[src/rtl/wb_gpio_ctrl_multi.sv]
// Wishbone GPIO controller: per-pin output/direction registers with atomic set/clear/toggle,
// synchronised and optionally debounced inputs, and per-pin level/edge interrupts merged into one IRQ.
module wb_gpio_ctrl_multi #(
  parameter int          GPIO_WIDTH  = 32,
  parameter int          ADDRWIDTH   = 4,
  parameter int          SYNC_STAGES = 2,
  parameter int          DB_WIDTH    = 16,
  parameter logic [31:0] ID_VALUE    = 32'hA5A5_0102
) (
  input  logic                  WB_CLK,
  input  logic                  WB_RST,
  input  logic [ADDRWIDTH-1:0]  WBs_ADR,
  input  logic                  WBs_CYC,
  input  logic                  WBs_STB,
  input  logic                  WBs_WE,
  input  logic [3:0]            WBs_BYTE_STB,
  input  logic [31:0]           WBs_WR_DAT,
  output logic [31:0]           WBs_RD_DAT,
  output logic                  WBs_ACK,
  input  logic [GPIO_WIDTH-1:0] GPIO_IN_i,
  output logic [GPIO_WIDTH-1:0] GPIO_OUT_o,
  output logic [GPIO_WIDTH-1:0] GPIO_OE_o,
  output logic                  GPIO_INT_o
);

  localparam logic [ADDRWIDTH-1:0] IDX_IN       = ADDRWIDTH'(0);
  localparam logic [ADDRWIDTH-1:0] IDX_OUT      = ADDRWIDTH'(1);
  localparam logic [ADDRWIDTH-1:0] IDX_OE       = ADDRWIDTH'(2);
  localparam logic [ADDRWIDTH-1:0] IDX_INT_EN   = ADDRWIDTH'(3);
  localparam logic [ADDRWIDTH-1:0] IDX_INT_TYPE = ADDRWIDTH'(4);
  localparam logic [ADDRWIDTH-1:0] IDX_INT_POL  = ADDRWIDTH'(5);
  localparam logic [ADDRWIDTH-1:0] IDX_INT_STAT = ADDRWIDTH'(6);
  localparam logic [ADDRWIDTH-1:0] IDX_OUT_SET  = ADDRWIDTH'(7);
  localparam logic [ADDRWIDTH-1:0] IDX_OUT_CLR  = ADDRWIDTH'(8);
  localparam logic [ADDRWIDTH-1:0] IDX_OUT_TGL  = ADDRWIDTH'(9);
  localparam logic [ADDRWIDTH-1:0] IDX_DEBOUNCE = ADDRWIDTH'(10);
  localparam logic [ADDRWIDTH-1:0] IDX_ID       = ADDRWIDTH'(11);

  logic                  ack_q;
  logic [31:0]           rd_q;
  logic [31:0]           rd_mux;
  logic                  bus_acc;
  logic                  wr_acc;
  logic [31:0]           byte_mask;
  logic [GPIO_WIDTH-1:0] wmask;
  logic [GPIO_WIDTH-1:0] wdat;
  logic [DB_WIDTH-1:0]   db_mask;
  logic [DB_WIDTH-1:0]   db_wdat;

  logic [GPIO_WIDTH-1:0] out_q;
  logic [GPIO_WIDTH-1:0] oe_q;
  logic [GPIO_WIDTH-1:0] int_en_q;
  logic [GPIO_WIDTH-1:0] int_type_q;
  logic [GPIO_WIDTH-1:0] int_pol_q;
  logic [GPIO_WIDTH-1:0] stat_q;
  logic [DB_WIDTH-1:0]   db_cfg_q;
  logic [DB_WIDTH-1:0]   presc_q;

  logic [GPIO_WIDTH-1:0] sync_q [SYNC_STAGES];
  logic [GPIO_WIDTH-1:0] sync_in;
  logic [GPIO_WIDTH-1:0] sample_q;
  logic [GPIO_WIDTH-1:0] deb_q;
  logic [GPIO_WIDTH-1:0] deb_in;
  logic [GPIO_WIDTH-1:0] prev_q;
  logic [GPIO_WIDTH-1:0] stable;
  logic [GPIO_WIDTH-1:0] rise;
  logic [GPIO_WIDTH-1:0] fall;
  logic [GPIO_WIDTH-1:0] edge_hit;
  logic [GPIO_WIDTH-1:0] level_live;
  logic [GPIO_WIDTH-1:0] stat_rd;
  logic [GPIO_WIDTH-1:0] w1c;
  logic                  irq_q;
  logic                  db_on;
  logic                  tick;

  logic wr_out, wr_oe, wr_en, wr_type, wr_pol, wr_stat, wr_set, wr_clr, wr_tgl, wr_db;

  function automatic logic [GPIO_WIDTH-1:0] merge(input logic [GPIO_WIDTH-1:0] old_v,
                                                  input logic [GPIO_WIDTH-1:0] new_v,
                                                  input logic [GPIO_WIDTH-1:0] mask);
    return (old_v & ~mask) | (new_v & mask);
  endfunction

  // Bus handshake: the access is committed on the edge that raises ACK.
  assign bus_acc   = WBs_CYC & WBs_STB & ~ack_q;
  assign wr_acc    = bus_acc & WBs_WE;
  assign byte_mask = {{8{WBs_BYTE_STB[3]}}, {8{WBs_BYTE_STB[2]}},
                      {8{WBs_BYTE_STB[1]}}, {8{WBs_BYTE_STB[0]}}};
  assign wmask     = byte_mask[GPIO_WIDTH-1:0];
  assign wdat      = WBs_WR_DAT[GPIO_WIDTH-1:0] & wmask;
  assign db_mask   = byte_mask[DB_WIDTH-1:0];
  assign db_wdat   = WBs_WR_DAT[DB_WIDTH-1:0];

  assign wr_out  = wr_acc && (WBs_ADR == IDX_OUT);
  assign wr_oe   = wr_acc && (WBs_ADR == IDX_OE);
  assign wr_en   = wr_acc && (WBs_ADR == IDX_INT_EN);
  assign wr_type = wr_acc && (WBs_ADR == IDX_INT_TYPE);
  assign wr_pol  = wr_acc && (WBs_ADR == IDX_INT_POL);
  assign wr_stat = wr_acc && (WBs_ADR == IDX_INT_STAT);
  assign wr_set  = wr_acc && (WBs_ADR == IDX_OUT_SET);
  assign wr_clr  = wr_acc && (WBs_ADR == IDX_OUT_CLR);
  assign wr_tgl  = wr_acc && (WBs_ADR == IDX_OUT_TGL);
  assign wr_db   = wr_acc && (WBs_ADR == IDX_DEBOUNCE);

  always_ff @(posedge WB_CLK) begin
    if (WB_RST) begin
      ack_q <= 1'b0;
      rd_q  <= '0;
    end else begin
      ack_q <= bus_acc;
      rd_q  <= (bus_acc && !WBs_WE) ? rd_mux : '0;
    end
  end

  always_ff @(posedge WB_CLK) begin
    if (WB_RST) begin
      out_q      <= '0;
      oe_q       <= '0;
      int_en_q   <= '0;
      int_type_q <= '0;
      int_pol_q  <= '0;
      db_cfg_q   <= '0;
    end else begin
      if (wr_out)      out_q <= merge(out_q, wdat, wmask);
      else if (wr_set) out_q <= out_q | wdat;
      else if (wr_clr) out_q <= out_q & ~wdat;
      else if (wr_tgl) out_q <= out_q ^ wdat;
      if (wr_oe)   oe_q       <= merge(oe_q, wdat, wmask);
      if (wr_en)   int_en_q   <= merge(int_en_q, wdat, wmask);
      if (wr_type) int_type_q <= merge(int_type_q, wdat, wmask);
      if (wr_pol)  int_pol_q  <= merge(int_pol_q, wdat, wmask);
      if (wr_db)   db_cfg_q   <= (db_cfg_q & ~db_mask) | (db_wdat & db_mask);
    end
  end

  always_ff @(posedge WB_CLK) begin
    if (WB_RST) begin
      for (int i = 0; i < SYNC_STAGES; i++) sync_q[i] <= '0;
    end else begin
      sync_q[0] <= GPIO_IN_i;
      for (int i = 1; i < SYNC_STAGES; i++) sync_q[i] <= sync_q[i-1];
    end
  end

  assign sync_in = sync_q[SYNC_STAGES-1];

  // Prescaler runs 0..N-1 and ticks on N-1; idle at 0 while debounce is bypassed.
  assign db_on = (db_cfg_q != '0);
  assign tick  = db_on && (presc_q == (db_cfg_q - DB_WIDTH'(1)));

  always_ff @(posedge WB_CLK) begin
    if (WB_RST)                presc_q <= '0;
    else if (wr_db)            presc_q <= '0;
    else if (!db_on || tick)   presc_q <= '0;
    else                       presc_q <= presc_q + DB_WIDTH'(1);
  end

  // While bypassed the filter tracks sync_in so enabling debounce causes no spurious edge.
  assign stable = ~(sync_in ^ sample_q);

  always_ff @(posedge WB_CLK) begin
    if (WB_RST) begin
      deb_q    <= '0;
      sample_q <= '0;
    end else if (!db_on) begin
      deb_q    <= sync_in;
      sample_q <= sync_in;
    end else if (tick) begin
      deb_q    <= (deb_q & ~stable) | (sync_in & stable);
      sample_q <= sync_in;
    end
  end

  assign deb_in = db_on ? deb_q : sync_in;

  always_ff @(posedge WB_CLK) begin
    if (WB_RST) prev_q <= '0;
    else        prev_q <= deb_in;
  end

  assign rise       = deb_in & ~prev_q;
  assign fall       = ~deb_in & prev_q;
  assign edge_hit   = int_en_q & int_type_q & ((int_pol_q & rise) | (~int_pol_q & fall));
  assign level_live = int_en_q & ~(deb_in ^ int_pol_q);
  assign stat_rd    = (int_type_q & stat_q) | (~int_type_q & level_live);
  assign w1c        = wr_stat ? (wdat & int_type_q) : '0;

  // A new edge in the same cycle as its W1C keeps the bit set.
  always_ff @(posedge WB_CLK) begin
    if (WB_RST) stat_q <= '0;
    else        stat_q <= (stat_q & ~w1c) | edge_hit;
  end

  always_ff @(posedge WB_CLK) begin
    if (WB_RST) irq_q <= 1'b0;
    else        irq_q <= |(stat_rd & int_en_q);
  end

  always_comb begin
    rd_mux = '0;
    case (WBs_ADR)
      IDX_IN:       rd_mux = 32'(deb_in);
      IDX_OUT:      rd_mux = 32'(out_q);
      IDX_OE:       rd_mux = 32'(oe_q);
      IDX_INT_EN:   rd_mux = 32'(int_en_q);
      IDX_INT_TYPE: rd_mux = 32'(int_type_q);
      IDX_INT_POL:  rd_mux = 32'(int_pol_q);
      IDX_INT_STAT: rd_mux = 32'(stat_rd);
      IDX_DEBOUNCE: rd_mux = 32'(db_cfg_q);
      IDX_ID:       rd_mux = ID_VALUE;
      default:      rd_mux = '0;
    endcase
  end

  assign WBs_ACK    = ack_q;
  assign WBs_RD_DAT = rd_q;
  assign GPIO_OUT_o = out_q;
  assign GPIO_OE_o  = oe_q;
  assign GPIO_INT_o = irq_q;

endmodule
[config.mk]
export PLATFORM = sky130hd
export DESIGN_NAME = wb_gpio_ctrl_multi
export DESIGN_NICKNAME = d
export VERILOG_FILES = /design/src/rtl/wb_gpio_ctrl_multi.sv
export SDC_FILE = /design/constraint.sdc
export NUM_CORES = 1
export LEC_CHECK = 0
export BUFFER_PORTS_ARGS = -buffer_cell sky130_fd_sc_hd__buf_2
export CORE_MARGIN = 5
export CORE_UTILIZATION = 47
export DETAILED_ROUTE_END_ITERATION = 7
export PLACE_DENSITY_LB_ADDON = 0.08
export SYNTH_ARGS = -nofsm -noshare
export SYNTH_HDL_FRONTEND = slang
export SYNTH_SLANG_ARGS = --single-unit
export TNS_END_PERCENT = 50
[constraint.sdc]
create_clock -name WB_CLK -period 5.3 [get_ports WB_CLK]
set_clock_uncertainty 0.05 [all_clocks]
set_input_delay 1.06 -clock WB_CLK [delete_from_list [all_inputs] [get_ports WB_CLK]]
set_output_delay 1.06 -clock WB_CLK [all_outputs]
set_load 0.01 [all_outputs]
Word-level counts from Yosys, hierarchy flattened
Memories as Yosys holds them, arrays and structs flattened.
Cells that the tools add are included.
Word-level totals
  memory bits (writable): 64
  memories kept: 1
  bits in registers: 354
Memories
  sync_q: words 2, bits a word 32, rd ports 2, clocked after memory_dff 0, wr ports 2, line 59  | logic [GPIO_WIDTH-1:0] sync_q [SYNC_STAGES];
Operators by class
  multiplexer cells: 16
  $add $sub $neg: 2
  equal/unequal tests: 13
  reductions and logical operators: 21
  bitwise gates (word level): 56
Operators with widths (number)
  bitwise AND 32 bit: 22
  two-way mux 32 bit: 12
  inverter 32 bit: 10
  OR 32 bit: 10
  case mux 32 bit (9 select lines): 1
  XOR 32 bit: 3
  bitwise AND 16 bit: 2
  OR reduction 32 bit: 1
  adder 16 x 1 -> 16 bit (second input constant): 1
  == test 16 bit: 1
  == test 4 x 3 -> 1 bit (second input constant): 4
  == test 4 bit (second input constant): 4
  inverter 16 bit: 1
  OR 16 bit: 1
  nonzero test 16 bit: 1
  subtractor 16 x 1 -> 16 bit (second input constant): 1
  logical AND 1 bit: 12
  == test 4 x 2 -> 1 bit (second input constant): 2
  == test 4 x 1 -> 1 bit (second input constant): 1
  logical NOT 4 bit: 1
  nonzero test 4 bit: 1
  bitwise AND 1 bit: 3
  two-way mux 1 bit: 3
  OR reduction 3 bit: 1
  6 further kinds: 9

Logic depth before layout (Yosys ltp)
Gate-level depths: netlist (run 1).
  depth after elaboration: 9
  mapped depth: 13

Worst setup path after synthesis (run 1)
OpenSTA, ideal clock, no wires.
  path type: input to register
  start: input port WBs_ADR[1]
  end: register with a tool-made name
  required time: 5.122 ns
  buffers on the path: 3
  slack: 2.304 ns
  library setup time: 0.128 ns
  stages on the path: 8
  data arrival time: 2.819 ns
  path through: clkbuf_1 > nand2b_1 > clkbuf_1 > nor2_1 > clkbuf_1 > nand3_1 > mux2i_1 > nor2_1
RTL lines
  start, declared: line 12  | input logic [ADDRWIDTH-1:0] WBs_ADR,

==> impl_results.md, run 1 <==
* Rel. slew slack at 0.229
* Max Slew Vio Count at 0
* WS Path Type: flop to flop
* Syn_area_per_cell at 8.41 µm²
* RSZ-0062 raised after global routing: no
* Post-CTS setup buffers at 0
* Largest net degree at the start of global routing at between 150 and 200
* Wire length on met1 at 29.9 mm
* Synth cell types at between 60 and 70
* FF+latch count, synth at 418
* Congestion Overflow GR at 0
* Initial Utilization at 0.472
* Die Y at 225 µm
* CTS Buf Count at 47
* Number of port buffers at 174
* Seq/Total Area, Yosys at 0.383
* CP Cell Sequence: inv_1, ha_1, nor4b_1, and4_4, mux2i_1, mux2i_1, o2111ai_1, nor4_1, a31oi_1
* IO Count at 175
* Initial drt markers at 1815
* # clock sinks at 418
* CTS resizes at 0
* Ys flop type: dfxtp_1
* Slowest Stage Delay on Critical Path at 0.78 ns
* Syn Inst Count at 2596
* Outcome: finished, final reports clean
* HP Class: flop to flop
* Post-synth top area cell: dfxtp_1
* Most frequent CP cell: mux2i_1
* DRT Pass-1 Iters at 6
* Max layer used: met5
* Post-synth net total at 2739
* Vias at 20300
* Final cycle utilization of the critical path at 0.794
* FMAX at 238 MHz
* Place WS at 1.28 ns
* CP endpoint kind: flop
* DRC viols at 0
* Pwr/cell area at 286 nW/µm²
* Global router's overall resource usage at 0.279
* Worst Setup Start Kind: flop
* WL/cell at 22.5 µm
* Share of layout cells above drive strength 1 at 0.125
* Core Box Area at 46300 µm²
* Area delta synth->final at 12.8%
* Number of global-route vias before repair at 19100
* Clock latency on the worst-skew pair at between 0.5 and 0.6 ns
* Ys Warns at 0
* Wire length on met3 at 4.72 mm
* Clock Path Buffers at 3
* Die Area at 50800 µm²
* Critical path arrival at 4.60 ns
* Global-route wire length before repair at 113 mm
* Setup-failing EPs final at 0
* HPWL Detailed at 51.2 mm
* Root buf cell: clkbuf_16
* Max-cap check violation count at 0
* Required time worst endpoint at 5.69 ns
* Share of the synthesized area in the top cell type at 0.383
* Number of synthesized flops with an enable pin at 0
* Via/cell ratio at 6.14
* Layout Nets at 2806
* # diodes at 0
* Fin. Hold Viols at 0
* Crit path max-delay family: simple AND/OR/NAND/NOR gates
* # rows at ~80
* CTS tree: done
* Routed wire length at 74.4 mm
* Post-route ant nets at 0
* Worst ir drop on vdd at roughly 0.24 mV
* Hold WS at 0.384 ns
* CTS hold repair buffers at 0
* Antenna violations before repair at 3
* Clk slew on worst S/H paths at 0.06 ns
* Die W at 225 µm
* Max FO, Critical Path at 47
* DR WL met2 at between 30 and 40 mm
* RD Place Congestion at 0.933
* Setup WS post-layout at roughly 1.1 ns
* Top cells by area, synth: dfxtp_1 (38%), mux2i_1 (9.6%), nor2_1 (5.3%), nand2_1 (4.6%), ha_1 (3.8%)
* Leakage at 9.86 nW
* CP bufs+invs at 1
* Setup TNS Final at 0 ns
* Mapped Area at between 20000 and 25000 µm²
* Clock period minus worst slack at 4.21 ns
* Crit-path slowest cell: and4_4
* Async S/R FF share, synth at 0
* CTS H-Tree Depth at 2
* Slew at the pin with the worst max-slew slack at around 1.2 ns
* Fillers at roughly 4400
-- worst paths after layout --
kind | cells past startpoint | endpoint | startpoint | slack, ns
worst max-delay path | 9 | GPIO_INT_o | flop | 1.09
worst min-delay path | 1 | sync_q[0][63] | sync_q[0][31] | 0.38
worst max register to register | 9 | GPIO_INT_o | flop | 1.09
worst min register to register | 1 | sync_q[0][63] | sync_q[0][31] | 0.38
-- layout by cell type (no fill, tap or decap), drive strengths merged, types with 16 or more instances in the layout --
master,instances
dfxtp,418
nor2,310
nand2,265
mux2i,209
buf,207
a21oi,147
nand2b,131
nand3,122
nor2b,68
clkbuf,67
ha,66
a22oi,60
a211oi,45
nand4,42
inv,42
o21ai,41
a31oi,37
nor3,34
a41oi,33
o2111a,32
a32oi,32
xnor2,27
a311oi,26
nor4,22
o2111ai,20
mux2,19
or2,19
nand3b,18
xor2,16
-- per-stage QoR --
| stage | power (mW) | cells | cell area, µm² | util |
|---|---|---|---|---|
| floorplan | 3.56 | 2596 | 21800 | - |
| global placement | 3.71 | 3221 | 23000 | 0.498 |
| detailed placement | 3.73 | 3221 | 23000 | 0.498 |
| CTS | 7.10 | 3305 | 24600 | 0.532 |
| global route | 7.27 | 3305 | 24600 | 0.532 |
| finish | 7.05 | 3305 | 24600 | 0.532 |
-- kinds of logic (layout without fill, tap and decap cells) --
logic type	Yosys count	in the layout	synth area share
fa+ha+maj	66	66	0.0378
compound gates	530	530	0.173
simple gates	1079	1079	0.238
flops	418	418	0.383
buf+inv	230	332	0.0426
xor+xnor	45	45	0.0194
mux	228	228	0.106
-- power by group --
group	leakage [nW]	switching, mW	internal [mW]	total, mW
logic	5.70	0.280	0.139	0.420
clock network	0.780	1.36	2.02	3.38
registers	3.39	0.0494	3.19	3.24
total	9.86	1.69	5.36	7.05
-- area by class of cell --
| cell class | count | area, µm² | share of cell area |
|---|---|---|---|
| clock buffers | 67 | 1360 | 0.0553 |
| clock inverters | 17 | 219 | 0.00890 |
| inverters | 41 | 154 | 0.00625 |
| multi-input cells | 1948 | 12600 | 0.511 |
| flip-flops and latches | 418 | 8370 | 0.340 |
| well taps | 607 | 759 | 0.0309 |
| repair buffers | 207 | 1170 | 0.0474 |
-- worst reg2reg max path: stages, from the launching register on --
cell	delay (ns)
dfxtp_1	0.37
inv_1	0.08
ha_1	0.30
nor4b_1	0.35
and4_4	0.78
mux2i_1	0.75
mux2i_1	0.63
o2111ai_1	0.27
nor4_1	0.35
a31oi_1	0.13
-- synthesized netlist by cell type, drive strengths merged, types with 37 or more instances --
library cell,count
dfxtp,418
nor2,310
o21ai,41
nor2b,68
nand2,265
nand3,122
clkbuf,166
a211oi,45
a22oi,60
a31oi,37
mux2i,209
ha,66
nand2b,131
inv,41
nand4,42
a21oi,147
-- metal layers --
metal  vias up  global-route usage
li1       9479                   -
met1      9906               0.346
met2       742               0.485
met3       170              0.0409
met4         4               0.117
met5         -                   0
Note: power is estimated with default switching activity, not from simulation.
==> inputs of run 2 (changes only) <==
Clock period 5.3 ns to 4.4 ns, I/O delays scaled along.
==> impl_results.md, run 2 (synthesis results as in run 1) <==
* Initial Utilization at 0.472 (unchanged)
* Share of layout cells above drive strength 1 at 0.131 (was 0.125)
* Clock latency on the worst-skew pair at 0.59 ns (about the same)
* Outcome: finished, final reports clean (unchanged)
* Max layer used: met5 (unchanged)
* Via/cell ratio at 6.16 (was 6.14)
* WL/cell at 22.7 µm (was 22.5 µm)
* Fillers at 4260 (was 4410)
* Slew at the pin with the worst max-slew slack at 1.18 ns (was 1.15 ns)
* DRT Pass-1 Iters at 6 (unchanged)
* Clock Path Buffers at 3 (unchanged)
* Register area at 8370 µm² (unchanged)
* # clock sinks at 418 (unchanged)
* HP Start: sync_q[0][2] (was sync_q[0][31])
* CTS resizes at 0 (unchanged)
* Commonest non-fill, non-tap cells in the layout: dfxtp_1 (418), nor2_1 (305), nand2_1 (264) (was dfxtp_1 (418), nor2_1 (305), nand2_1 (263))
* Worst ir drop on vdd at 0.290 mV (was 0.239 mV)
* Vias at 20500 (was 20300)
* CTS tree: done (unchanged)
* Die Y at 225 µm (unchanged)
* CTS hold repair buffers at 0 (unchanged)
* Critical path arrival at 4.37 ns (was 4.60 ns)
* HP Class: flop to flop (unchanged)
* Hold WS at 0.384 ns (about the same)
* Tot Pwr at 8.47 mW (was 7.05 mW)
* Post-route ant nets at 0 (unchanged)
* CP endpoint kind: flop (unchanged)
* Global router's overall resource usage at 0.285 (was 0.279)
* Final cycle utilization of the critical path at 0.905 (was 0.794)
* Fin. Hold Viols at 0 (unchanged)
* Max FO, Critical Path at 36 (was 47)
* Setup WS post-layout at 0.419 ns (was 1.09 ns)
* Antenna violations before repair at 1 (was 3)
* RSZ-0062 raised after global routing: no (unchanged)
* Leakage at 9.96 nW (was 9.86 nW)
* Wire length on met1 at 30.4 mm (was 29.9 mm)
* RD Place Congestion at 0.916 (was 0.933)
* Die Area at 50800 µm² (unchanged)
* Largest net degree at the start of global routing at 105 (was 159)
* Wire length on met3 at 4.63 mm (was 4.72 mm)
* Required time worst endpoint at 4.79 ns (was 5.69 ns)
* FMAX at 251 MHz (was 238 MHz)
* Die W at 225 µm (unchanged)
* Congestion Overflow GR at 0 (unchanged)
* Pwr/cell area at 342 nW/µm² (was 286 nW/µm²)
* Fin util at 0.534 (was 0.532)
* Setup-failing EPs final at 0 (unchanged)
* Global-route wire length before repair at 115 mm (was 113 mm)
* Number of port buffers at 174 (unchanged)
* # diodes at 0 (unchanged)
* Commonest non-fill, non-tap cell in the layout: dfxtp_1 (unchanged)
* Layout Nets at 2826 (was 2806)
* Number of global-route vias before repair at 19400 (was 19100)
* Rel. slew slack at 0.216 (was 0.229)
* Reg-to-reg slack, setup at 0.42 ns (was 1.09 ns)
* Core Box Area at 46300 µm² (unchanged)
* Placed inst area at 23100 µm² (was 23000 µm²)
* Area delta synth->final at 13.3% (was 12.8%)
* Root buf cell: clkbuf_16 (unchanged)
* Max Slew Vio Count at 0 (unchanged)
* Multi-input logic area at 12600 µm² (about the same)
* Clk slew on worst S/H paths at 0.06 ns (about the same)
* # rows at 79 (unchanged)
* Initial drt markers at 1895 (was 1815)
* HPWL Detailed at 52.8 mm (was 51.2 mm)
* CTS H-Tree Depth at 2 (unchanged)
* Place WS at 0.499 ns (was 1.28 ns)
* DRC viols at 0 (unchanged)
* Clock period minus worst slack at 3.98 ns (was 4.21 ns)
* WS Path Type: flop to flop (unchanged)
* Placed Cells at 3241 (was 3221)
* CTS Buf Count at 47 (unchanged)
* IO Count at 175 (unchanged)
* Layout Cells excl Fill at 3324 (was 3305)
* Worst Setup Start Kind: flop (unchanged)
* Setup TNS Final at 0 ns (unchanged)
* DR WL met2 at 37.3 mm (was 36.6 mm)
* Max-cap check violation count at 0 (unchanged)
* Post-route cell area at 24700 µm² (was 24600 µm²)
* Post-CTS setup buffers at 0 (unchanged)
* Routed wire length at 75.4 mm (was 74.4 mm)
[run 2: final timing paths]
path,to,cells after the start
max reg2reg,GPIO_INT_o,7
max,GPIO_INT_o,7
min reg2reg,sync_q[0][34],1
min,sync_q[0][34],1
[run 2: per-layer routing]
layer  track usage  vias to the layer above
met3        0.0384                      177
li1              -                     9532
met1         0.354                     9993
met4         0.116                        2
met5             0                        -
met2         0.500                      770
[run 2: area by class of cell]
| type | count | area share |
|---|---|---|
| Inverter | 41 | 0.00623 |
| Tap cell | 607 | 0.0307 |
| Clock inverter | 16 | 0.00790 |
| Multi-Input combinational cell | 1948 | 0.509 |
| Sequential cell | 418 | 0.338 |
| Timing Repair Buffer | 227 | 0.0522 |
| Clock buffer | 67 | 0.0559 |
[run 2: power by group]
part	internal [mW]	switching, mW
logic	0.173	0.336
clock network	2.41	1.63
registers	3.85	0.0644
[run 2: critical path, stage by stage, from the launching register on]
cell	delay, ns
dfxtp_1	0.37
nor3_1	0.73
and4_4	0.83
mux2i_1	0.48
mux2i_1	0.53
o2111ai_1	0.25
nor4_1	0.43
a31oi_1	0.14
